[config.mk]
export PLATFORM = sky130hd
export DESIGN_NAME = uart_rx_ctrl
export DESIGN_NICKNAME = d
export VERILOG_FILES = /design/src/rtl/uart_rx_pkg.sv /design/src/rtl/uart_rx_ctrl.sv
export SDC_FILE = /design/constraint.sdc
export NUM_CORES = 1
export LEC_CHECK = 0
export CAP_MARGIN = 20
export CORE_ASPECT_RATIO = 0.7
export CORE_MARGIN = 2
export CORE_UTILIZATION = 30
export DETAILED_ROUTE_END_ITERATION = 6
export PLACE_DENSITY = 0.72
export RECOVER_POWER = 100
export SETUP_SLACK_MARGIN = 0.1
export SLEW_MARGIN = 20
export SYNTH_ARGS = -nofsm -noshare
export SYNTH_HDL_FRONTEND = slang
export SYNTH_SLANG_ARGS = --single-unit
export TNS_END_PERCENT = 20
[constraint.sdc]
create_clock -name clk -period 2.7 [get_ports clk]
set_input_delay 0.675 -clock clk [delete_from_list [all_inputs] [get_ports clk]]
set_output_delay 0.675 -clock clk [all_outputs]
set_load 0.03 [all_outputs]
[src/rtl/uart_rx_pkg.sv]
// Shared types and constants for the UART receive controller.
// The BREAK state exists only when UART_RX_BREAK_DET_EN is defined.
package uart_rx_pkg;

    localparam int EDGE_CNT_W = 6;
    localparam int BIT_CNT_W  = 4;

    // Sampler window half-width around MID, and strobe offset past MID.
    localparam logic [EDGE_CNT_W-1:0] SAMP_HALF = 6'd1;
    localparam logic [EDGE_CNT_W-1:0] STRB_OFS  = 6'd2;

    typedef enum logic [2:0] {
        ST_IDLE,
        ST_START,
        ST_DATA,
        ST_PARITY,
        ST_STOP,
        ST_DONE
`ifdef UART_RX_BREAK_DET_EN
        , ST_BREAK
`endif
    } uart_rx_state_t;

    function automatic logic [EDGE_CNT_W-1:0] mid_edge(input int unsigned prescale);
        return EDGE_CNT_W'(prescale / 2);
    endfunction

endpackage

[src/rtl/uart_rx_ctrl.sv]
// UART receive frame sequencer: drives the edge/bit counter and strobes the datapath.
// Optional break detection (BREAK state, break_det port) under UART_RX_BREAK_DET_EN.
module uart_rx_ctrl
    import uart_rx_pkg::*;
#(
    parameter int PRESCALE   = 8,
    parameter int DATA_WIDTH = 8
) (
    input  logic                  clk,
    input  logic                  rst,
    input  logic                  rx_in,
    input  logic                  par_en,
    input  logic [EDGE_CNT_W-1:0] edge_cnt,
    input  logic [BIT_CNT_W-1:0]  bit_cnt,
    input  logic                  sampled_bit,
    input  logic                  par_err,
    input  logic                  stp_err,
    output logic                  cnt_en,
    output logic                  cnt_clr,
    output logic                  samp_en,
    output logic                  deser_en,
    output logic                  par_chk_en,
    output logic                  stp_chk_en,
    output logic                  data_valid,
    output logic [1:0]            frame_err
`ifdef UART_RX_BREAK_DET_EN
    ,
    output logic                  break_det
`endif
);

    localparam logic [EDGE_CNT_W-1:0] MID    = mid_edge(PRESCALE);
    localparam logic [EDGE_CNT_W-1:0] LAST_E = EDGE_CNT_W'(PRESCALE - 1);
    localparam logic [EDGE_CNT_W-1:0] STRB_E = MID + STRB_OFS;
    localparam logic [BIT_CNT_W-1:0]  LAST_B = BIT_CNT_W'(DATA_WIDTH);

    uart_rx_state_t r_state;
    logic           r_par_en;
    logic           r_par_cap;
    logic           r_stp_cap;
    logic           r_par_chk_d;
    logic           r_stp_chk_d;

    logic w_last;
    logic w_strb;
    logic w_stp_now;

    assign w_last    = (edge_cnt == LAST_E);
    assign w_strb    = (edge_cnt == STRB_E);
    // Stop result lands on the same edge as STOP's LAST, so look through the capture.
    assign w_stp_now = r_stp_cap | (r_stp_chk_d & stp_err);

    always_comb begin
        cnt_en     = 1'b0;
        cnt_clr    = 1'b0;
        deser_en   = 1'b0;
        par_chk_en = 1'b0;
        stp_chk_en = 1'b0;
        case (r_state)
            ST_START:  cnt_en = 1'b1;
            ST_DATA:   begin cnt_en = 1'b1; deser_en   = w_strb; end
            ST_PARITY: begin cnt_en = 1'b1; par_chk_en = w_strb; end
            ST_STOP:   begin cnt_en = 1'b1; stp_chk_en = w_strb; end
            default:   cnt_clr = 1'b1;
        endcase
        samp_en = cnt_en && (edge_cnt >= MID - SAMP_HALF) && (edge_cnt <= MID + SAMP_HALF);
    end

`ifdef UART_RX_BREAK_DET_EN
    assign break_det = (r_state == ST_BREAK);
`endif

    always_ff @(posedge clk) begin
        if (rst) begin
            r_state     <= ST_IDLE;
            r_par_en    <= 1'b0;
            r_par_cap   <= 1'b0;
            r_stp_cap   <= 1'b0;
            r_par_chk_d <= 1'b0;
            r_stp_chk_d <= 1'b0;
            data_valid  <= 1'b0;
            frame_err   <= 2'b00;
        end else begin
            data_valid  <= 1'b0;
            r_par_chk_d <= par_chk_en;
            r_stp_chk_d <= stp_chk_en;
            if (r_par_chk_d) r_par_cap <= par_err & r_par_en;
            if (r_stp_chk_d) r_stp_cap <= stp_err;
            case (r_state)
                ST_IDLE: begin
                    if (!rx_in) begin
                        r_state   <= ST_START;
                        r_par_en  <= par_en;
                        r_par_cap <= 1'b0;
                        r_stp_cap <= 1'b0;
                    end
                end
                ST_START: begin
                    if (w_last) r_state <= sampled_bit ? ST_IDLE : ST_DATA;
                end
                ST_DATA: begin
                    if (w_last && bit_cnt == LAST_B) r_state <= r_par_en ? ST_PARITY : ST_STOP;
                end
                ST_PARITY: begin
                    if (w_last) r_state <= ST_STOP;
                end
                ST_STOP: begin
`ifdef UART_RX_BREAK_DET_EN
                    if (w_last) r_state <= (w_stp_now && !rx_in) ? ST_BREAK : ST_DONE;
`else
                    if (w_last) r_state <= ST_DONE;
`endif
                end
                ST_DONE: begin
                    frame_err  <= {r_stp_cap, r_par_cap};
                    data_valid <= ~(r_stp_cap | r_par_cap);
                    if (!rx_in) begin
                        r_state   <= ST_START;
                        r_par_en  <= par_en;
                        r_par_cap <= 1'b0;
                        r_stp_cap <= 1'b0;
                    end else begin
                        r_state <= ST_IDLE;
                    end
                end
`ifdef UART_RX_BREAK_DET_EN
                ST_BREAK: begin
                    if (rx_in) begin
                        r_state   <= ST_IDLE;
                        frame_err <= {r_stp_cap, r_par_cap};
                    end
                end
`endif
                default: r_state <= ST_IDLE;
            endcase
        end
    end

endmodule
## Yosys cells after proc, flatten, opt, wreduce, memory -nomap -nowiden

Index checks and enable logic that the tools add are counted.

- Equal/unequal tests: 13
- Bitwise operators: 5
- Reduce and logical (&&, ||, !) cells: 9
- Magnitude comparators: 2
- Muxes and demuxes: 20

Operator list:

| kind | number |
|---|---|
| 3-bit 2-to-1 mux | 6 |
| 3-bit one-hot mux with 6 select lines | 1 |
| 6-bit by 3-bit == test with 1-bit output, second input constant | 2 |
| 1-bit 2-to-1 mux | 12 |
| 2-bit != test, second input constant | 5 |
| 3-bit by 2-bit == test with 1-bit output, second input constant | 2 |
| 3-bit == test, second input constant | 2 |
| 6-bit by 2-bit >= comparator with 1-bit output, second input constant | 1 |
| 6-bit by 3-bit less-or-equal comparator with 1-bit output, second input constant | 1 |
| 5-bit AND reduction | 1 |
| 4-bit == test, second input constant | 1 |
| 2-bit OR reduction | 2 |
| 4-bit OR reduction | 1 |
| 3-bit by 1-bit == test with 1-bit output, second input constant | 1 |
| 1-bit logical AND | 3 |
| 3-bit zero test | 1 |
| 1-bit NOT | 3 |
| 2-bit 2-to-1 mux | 1 |
| 2-bit AND reduction | 1 |
| 1-bit bitwise AND | 1 |
| 1-bit bitwise OR | 1 |

- Input port bits: 17
- Flip-flop bits (word level): 11
- Logic and storage cells: 57
- Output and inout port bits: 9

## Longest topological paths before layout

Gate-level depths: netlist of run 1.

- Depth in word-level cells: 5
- Gate-level depth with buffers: 5

## Worst setup path before layout of run 1

OpenSTA, ideal clock, no wires.

- Kind: flip-flop to output port
- Start point: reg r_state[0]
- End point: out samp_en
- Path slack: -220 ps
- Stages on the path, launching flop included: 6
- Arrival time: 2,245 ps
- Buffers on the path: 1
- Required time: 2,025 ps
- Cells stage by stage: dfxtp_1 -> clkbuf_1 -> nor2_1 -> xnor2_1 -> nand2_1 -> nor4_1

- Longest elaborated chain between the ends: 5
- Elaborated cells between the ends (all ways): 8
- Classes of those cells: eq/ne: 4; mux: 1; reduce/logical: 3

RTL lines:

| item | RTL line | text |
|---|---|---|
| start: declaration | uart_rx_ctrl.sv:37 | `uart_rx_state_t r_state;` |
| start signal: assignment | uart_rx_ctrl.sv:99 | `if (w_last) r_state <= sampled_bit ? ST_IDLE : ST_DATA;` |
| start signal: assignment | uart_rx_ctrl.sv:102 | `if (w_last && bit_cnt == LAST_B) r_state <= r_par_en ? ST_PARITY : ST_STOP;` |
| 3-bit == test, or another cell as far along | uart_rx_ctrl.sv:59 | `case (r_state)` |
| 4-bit OR reduction (no line) (*) | -- |  |
| 1-bit 2-to-1 mux (*) | uart_rx_ctrl.sv:59 |  |
| named net cnt_en | uart_rx_ctrl.sv:18 | `output logic cnt_en,` |
| 1-bit logical AND (*) (2 in series) | uart_rx_ctrl.sv:66 | `samp_en = cnt_en && (edge_cnt >= MID - SAMP_HALF) && (edge_cnt <= MID + SAMP_HALF);` |
| end: declaration | uart_rx_ctrl.sv:20 | `output logic samp_en,` |

Mark *: on every way through the listed nets, which the timed path passes. The rest lies on a longest branch.

## Final worst setup path of run 1

- Start point: in edge_cnt[5]
- End point: out deser_en

- Longest elaborated chain between the ends: 2

RTL lines:

| item | RTL line | text |
|---|---|---|
| start: declaration | uart_rx_ctrl.sv:13 | `input logic [EDGE_CNT_W-1:0] edge_cnt,` |
| 6-bit by 3-bit == test with 1-bit output | uart_rx_ctrl.sv:49 | `assign w_strb = (edge_cnt == STRB_E);` |
| 1-bit 2-to-1 mux | uart_rx_ctrl.sv:59 |  |
| end: declaration | uart_rx_ctrl.sv:21 | `output logic deser_en,` |

No other way between the ends.

==> results.md, run 1 <==
* Final worst slack at -0.0755 ns
* Width of the chip at 57.4 um
* Simple-gate share of the synthesized area at 36.3%
* Number of buffers between clock root and the deepest sink at 2
* Main combinational cell family by area after synthesis: simple AND/OR/NAND/NOR gates
* Complex-gate fraction of the synthesized area at 12.5%
* Worst reg2reg path startpoint: r_state[0]
* Final net count at 128
* Combinational Power Share at 43.3%
* Post-synth top area share at 36.7%
* Clock transition at the registers of the reported paths at 0.07 ns
* Most frequent cells in the layout: 15 x sky130_fd_sc_hd__buf_4, 12 x sky130_fd_sc_hd__clkdlybuf4s50_1, 11 x sky130_fd_sc_hd__dfxtp_1
* Flip-flop and latch count after synthesis at 11
* Leakage power of the design at 0.436 nW
* Highest ir drop seen on vdd at 0.000303 V
* DRC marker count from the first detailed-route iteration at 13
* Worst Setup Start Kind: primary input
* Worst reg-to-reg path cell count at 5
* Share of the synthesized netlist area taken by xor and xnor gates at 2.92%
* Slew at the pin closest to its max-slew limit at 0.357 ns
* HPWL Detailed at 1300 um
* Maximum single-stage delay on the critical path at 0.52 ns
* Post-synth ARST share at 0%
* Internal power at 0.328 mW
* Count of warnings emitted by yosys at 0
* FMAX at 360 MHz
* Adder and majority cell fraction of the synthesized area at 0%
* Critical Path RT at 2.03 ns
* Remaining DRCs at 0
* Switching power at 0.178 mW
* Cell at the root of the clock tree: sky130_fd_sc_hd__clkbuf_4
* Wire per inst at 12.6 um
* Gr usage total at 15.7%
* Most common cell after layout, fill and taps aside: sky130_fd_sc_hd__buf_4
* TritonCTS clock tree: done
* Antenna cells at 0
* Sink count of the clock tree at 11
* Final Critical Period at 2.78 ns
* Post-route clock skew at 0.00194 ns
* Number of buffer and inverter instances along the worst setup path at 2
* Critical path class: primary input to output pin
* Net Count, Synth at 87
* First-pass GRT wire length at 2680 um
* Final worst path period share at 103%
* Number of vias per cell at 4.64
* Outcome: finished with violations
* Number of library cell types mapped by synthesis at 29
* Number of global-route vias before repair at 590
* Routed wire length at 1670 um
* GRT overflow at 0
* Effective utilization at floorplan at 32.0%
* Cell count after synthesis at 70
* Switching Share at 35.1%
* Maximum fanout encountered on the critical timing path at 3
* Pre-CTS WS at -0.460 ns
* Synth area leaders: sky130_fd_sc_hd__dfxtp_1 37%, sky130_fd_sc_hd__mux2i_1 8.4%, sky130_fd_sc_hd__nor2_1 6.9%
* Area grow syn2layout at 72.4%
* PortBufs at 25
* Critical-path cell with the highest stage delay: sky130_fd_sc_hd__or4b_4
* Beginning of the critical path: edge_cnt[5]
* Crit path capture type: output pin
* Count of hold buffers inserted by post-cts repair at 0
* Final weighted congestion in routability-driven placement at 0.850
* Commonest register cell after synthesis: sky130_fd_sc_hd__dfxtp_1
* Flop2flop setup slack at 1.27 ns
* Clock latency of the later-clocked register in the worst-skew pair at 0.27 ns
* First-pass detailed-route iteration total at 4
* Post-route insts no fill at 132
* Crit path arrival time at 2.10 ns
* Number of H-tree levels at 1
* Category of cells accounting for the largest share of critical-path delay: simple AND/OR/NAND/NOR gates
* Register area share after synthesis at 36.7%
* Core outline area at 0.00187 mm2
* Path type of the worst min-delay path: flop to flop
* Number of logic stages on the critical path including buffering at 6
* Multiplexer share of the synthesized area at 8.35%
* Max Transition Viols Final at 0
* Sequential share of power at 34.8%
* # setup viols final at 3
* Die footprint at 0.00238 mm2
* Sequence of cells on the critical path: buf_6, or4b_4, or3b_4, nand2b_4, nor2_4, buf_6
* Tightest slew margin relative to the limit at 76.2%
* Chip Height at 41.4 um
* RR Endpoint: r_state[0]
* Number of instances in the placed design at 123
* Fraction of final layout cells sized beyond drive strength 1 at 35.5%
* CP most frequent cell: sky130_fd_sc_hd__buf_6
* Clock buffer count from CTS at 3
* Number of antenna violations at the first check in global routing at 0
* Number of primary I/O pins at 26
* Via count at 612
* Post-synth EDFFs at 0
* Largest net degree at the start of global routing at 11
* Setup repair after global routing missed its margin: true
* Aggregate negative setup slack at -0.208 ns
* Final antenna-violating net count at 0
* Number of core rows at 13
* Critical path endpoint: deser_en
* Portion of total power attributed to the clock network at 21.9%
* Avg Synthesized Cell Area at 8.56 um2
* Power Dens Cells at 489 mW/mm2
* Violated checks: negative setup slack
* Number of endpoints with negative hold slack in the final report at 0
* Post-synthesis cell type with the largest combined area: sky130_fd_sc_hd__dfxtp_1
* Synthesized cell area at 599 um2
* Number of inserted filler cells in the final layout at 167
* Max-capacitance violation count at 0
==> through the flow <==
step / power [mW] / hold slack (ns) / util (%) / instance area, um2
after detailed placement: 0.394 / 0.460 / 51.0 / 955
final: 0.506 / 0.465 / 55.3 / 1030
after CTS: 0.510 / 0.470 / 54.1 / 1010
after global routing: 0.537 / 0.476 / 55.3 / 1030
after floorplan: 0.308 / 0.419 / - / 631
after global placement: 0.392 / 0.457 / 51.0 / 955
==> state kept, by name, indices dropped and copies added, names as in the netlist <==
| register | cells |
|---|---|
| r_stp_chk_d | 1 |
| r_par_cap | 1 |
| r_state | 3 |
| data_valid | 1 |
| r_par_en | 1 |
| r_par_chk_d | 1 |
| frame_err | 2 |
| r_stp_cap | 1 |
==> kinds of logic (layout without fill, tap and decap cells) <==
group           count (synthesis)  in the layout
simple gates                   37             37
flops                          11             11
compound gates                 10             10
mux                             5              5
buf+inv                         5             45
xor+xnor                        2              2
==> worst min path at each step <==
stage / startpoint / endpoint / slack, ns / depth (start not counted)
finish: r_par_cap / data_valid / 0.46 / 1
floorplan: r_stp_cap / data_valid / 0.42 / 1
CTS: r_stp_cap / data_valid / 0.47 / 1
global placement: r_stp_cap / data_valid / 0.46 / 1
global route: r_par_cap / data_valid / 0.48 / 1
detailed placement: r_stp_cap / data_valid / 0.46 / 1
==> worst reg2reg max path, cell delays in order (launching register included) <==
cell and delay (ns):
sky130_fd_sc_hd__dfxtp_1 0.34, sky130_fd_sc_hd__buf_4 0.17, sky130_fd_sc_hd__inv_1 0.13, sky130_fd_sc_hd__a211oi_2 0.30
sky130_fd_sc_hd__nor2b_1 0.10, sky130_fd_sc_hd__o41ai_2 0.31
==> layer usage <==
layer	share of wire, %	global-route usage, %	wire, um
met4	0	1.74	0
met2	43	25.0	722
met1	49	21.0	816
met3	7.7	6.17	129
met5	0	0	0
==> cell type report <==
| type | instances | area, um2 | area share, % |
|---|---|---|---|
| multi-input cells | 54 | 403 | 39.0 |
| repair buffers | 39 | 349 | 33.8 |
| flip-flops and latches | 11 | 220 | 21.3 |
| well taps | 22 | 27.5 | 2.66 |
| clock buffers | 4 | 26.3 | 2.54 |
| inverters | 2 | 7.51 | 0.726 |
==> repair_timing <==
action                                  in CTS  in global routing
gates cloned                                 0                  0
endpoints found under the setup margin       4                  4
gates resized for setup                     22                  2
pin swaps                                    3                  3
buffers inserted                             3                  2
==> synthesized netlist by cell type (2+ instances only) <==
cell,number
sky130_fd_sc_hd__a21oi_1,4
sky130_fd_sc_hd__clkbuf_1,3
sky130_fd_sc_hd__dfxtp_1,11
sky130_fd_sc_hd__inv_1,2
sky130_fd_sc_hd__mux2i_1,5
sky130_fd_sc_hd__nand2_1,4
sky130_fd_sc_hd__nand2b_1,6
sky130_fd_sc_hd__nand3_1,2
sky130_fd_sc_hd__nor2_1,11
sky130_fd_sc_hd__nor4_1,2
sky130_fd_sc_hd__or3_1,2
==> power groups by stage <==
stage	clock, mW	combinational, mW	sequential, mW
floorplan	0	0.132	0.177
finish	0.111	0.219	0.176
detailed placement	0	0.215	0.179
global placement	0	0.212	0.180
global route	0.124	0.236	0.177
CTS	0.117	0.216	0.176
(Power assumes the default switching activity.)
==> run 2, diff against run 1 <==
CORE_ASPECT_RATIO = not set   (was 0.7)
CORE_UTILIZATION = 40   (was 30)
PLACE_DENSITY = 0.89   (was 0.72)
==> run 2 against run 1 <==
Net effect:
- critical path type unchanged
- sequential cell count stayed put
- maximum frequency is 0.69% lower
- core utilization is 16 points higher
- combinational power is 6% lower
- via count is 1.1% lower
- power is 1.9% lower
- sequential share of layout area is 1.5 points higher
- hold slack hardly changed
- the run still ends with negative setup slack left
- final cell count is 11% lower
==> results.md, run 2 (synthesized netlist as in run 1, its figures left out) <==
* Outcome: finished with violations
* Violated checks: negative setup slack
* Tightest slew margin relative to the limit at 75.4%
* DRC marker count from the first detailed-route iteration at 12
* Setup repair after global routing missed its margin: true
* Number of inserted filler cells in the final layout at 102
* Sink count of the clock tree at 11
* Post-route insts no fill at 118
* Final weighted congestion in routability-driven placement at 0.912
* Number of global-route vias before repair at 578
* Number of buffer and inverter instances along the worst setup path at 2
* Slew at the pin closest to its max-slew limit at 0.368 ns
* Number of instances on the worst hold path at 1
* Die footprint at 0.00182 mm2
* GRT overflow at 0
* FMAX at 358 MHz
* RR Endpoint: r_state[0]
* Cell at the root of the clock tree: sky130_fd_sc_hd__clkbuf_4
* HPWL Detailed at 1130 um
* First-pass detailed-route iteration total at 4
* Via count at 605
* Number of antenna violations at the first check in global routing at 0
* Number of logic stages on the critical path including buffering at 6
* Critical-path cell with the highest stage delay: sky130_fd_sc_hd__or4b_4
* WL met1 at 643 um
* Final Critical Period at 2.79 ns
* Critical path class: primary input to output pin
* Worst reg2reg path startpoint: r_state[0]
* Area grow syn2layout at 61.2%
* Overall power at 0.496 mW
* Max-capacitance violation count at 0
* Number of endpoints with negative hold slack in the final report at 0
* Largest register by flop count: r_state
* Sequence of cells on the critical path: buf_6, or4b_4, or3b_4, nand2b_4, nor2_4, buf_6
* Number of instances in the placed design at 113
* Clock buffer count from CTS at 3
* Largest regs: r_state x3, frame_err x2
* Most frequent cells in the layout: 15 x sky130_fd_sc_hd__clkdlybuf4s50_1, 11 x sky130_fd_sc_hd__dfxtp_1, 8 x sky130_fd_sc_hd__nor2_1, 8 x sky130_fd_sc_hd__buf_4, 6 x sky130_fd_sc_hd__nand2b_1
* Effective utilization at floorplan at 44.4%
* Power Dens Cells at 513 mW/mm2
* Category of cells accounting for the largest share of critical-path delay: simple AND/OR/NAND/NOR gates
* Crit path arrival time at 2.12 ns
* Gr usage total at 18.8%
* Leakage power of the design at 0.394 nW
* Most common cell after layout, fill and taps aside: sky130_fd_sc_hd__clkdlybuf4s50_1
* First-pass GRT wire length at 2490 um
* Number of core rows at 13
* Core outline area at 0.00135 mm2
* # setup viols final at 3
* Worst Setup Start Kind: primary input
* Fraction of final layout cells sized beyond drive strength 1 at 29.1%
* Number of buffers between clock root and the deepest sink at 2
* Final antenna-violating net count at 0
* Final net count at 121
* Number of H-tree levels at 1
* Remaining DRCs at 0
* Clock transition at the registers of the reported paths at 0.07 ns
* Worst reg-to-reg path cell count at 5
* Largest net degree at the start of global routing at 11
* Wire per inst at 12.9 um
* Critical Path RT at 2.03 ns
* Worst hold endpoint: data_valid
* Maximum single-stage delay on the critical path at 0.53 ns
* Final worst path period share at 104%
* Highest ir drop seen on vdd at 0.000283 V
* Maximum fanout encountered on the critical timing path at 3
* Crit path capture type: output pin
* Number of vias per cell at 5.13
* Max Transition Viols Final at 0
* Flop2flop setup slack at 1.28 ns
* Antenna cells at 0
* Routed wire length at 1530 um
* Number of primary I/O pins at 26
* Post-route clock skew at 0.00545 ns
* Clock latency of the later-clocked register in the worst-skew pair at 0.28 ns
* Width of the chip at 42.7 um
* PortBufs at 25
* Final worst slack at -0.0946 ns
* Detail Route met2 WL at 756 um
* Chip Height at 42.7 um
* CP most frequent cell: sky130_fd_sc_hd__buf_6
* Met3 Wirelength at 80 um
* Number of flip-flops under the largest register name at 3
* Uppermost layer routed: met4
* Source of the worst hold timing path: r_par_cap
* Path type of the worst min-delay path: flop to flop
* TritonCTS clock tree: done
## run 2: cell types whose count changed in the layout (fill, tap and decap cells not counted)
cell / change
sky130_fd_sc_hd__nand2_2: -1
sky130_fd_sc_hd__mux2i_1: +1
sky130_fd_sc_hd__mux2i_2: -1
sky130_fd_sc_hd__nand2_1: +1
sky130_fd_sc_hd__dlygate4sd3_1: -3
sky130_fd_sc_hd__buf_4: -7
sky130_fd_sc_hd__clkdlybuf4s50_1: +3
## run 2: metrics by stage
step	setup slack (ns)	cell area [um2]	setup TNS, ns	utilization, %	hold WS [ns]
2_1_floorplan	0.0315	631	0	-	0.419
5_1_grt	-0.117	966	-0.335	71.5	0.473
3_5_place_dp	-0.451	923	-1.21	68.4	0.452
6_report	-0.0946	966	-0.265	71.5	0.465
4_1_cts	-0.0795	960	-0.170	71.1	0.465
3_3_place_gp	-0.441	923	-1.20	68.4	0.454
## run 2: timing repair
item                       4_1_cts  5_1_grt
pin swaps                        3        3
setup endpoints to repair        3        4
buffers inserted                 1        0
gates resized for setup         21        1
hold endpoints to repair         0        0
hold buffers                     0        0
## run 2: worst reg2reg max path, stage by stage (launching register included)
cell and delay [ns]:
sky130_fd_sc_hd__dfxtp_1 0.35, sky130_fd_sc_hd__buf_4 0.17, sky130_fd_sc_hd__inv_1 0.12, sky130_fd_sc_hd__a211oi_2 0.29, sky130_fd_sc_hd__nor2b_1 0.10, sky130_fd_sc_hd__o41ai_2 0.30
## run 2: worst max-delay path by stage
stage	from	slack (ns)	to
CTS	edge_cnt[5]	-0.08	par_chk_en
detailed placement	edge_cnt[3]	-0.45	par_chk_en
global placement	edge_cnt[3]	-0.44	par_chk_en
floorplan	edge_cnt[3]	0.03	deser_en
global route	edge_cnt[3]	-0.12	par_chk_en
finish	edge_cnt[3]	-0.09	par_chk_en
## run 2: final cells by class
cell class                      instances  area, um2  area share [%]
Clock buffer                            4       26.3            2.72
Timing Repair Buffer                   32        297            30.7
Tap cell                               15       18.8            1.94
Multi-Input combinational cell         54        397            41.1
Sequential cell                        11        220            22.8
Inverter                                2       7.51           0.777
## run 2: metal layers
layer | global-route usage (%) | vias up
met5 | 0 | -
met4 | 13.1 | 0
met3 | 4.26 | 4
met2 | 28.8 | 21
met1 | 22.8 | 269
li1 | - | 311
## run 2: report_power, final
part           total (mW)  internal, mW  switching (mW)
registers           0.177         0.171         0.00574
logic               0.206        0.0943           0.112
clock network       0.113        0.0573          0.0554
total               0.496         0.323           0.173
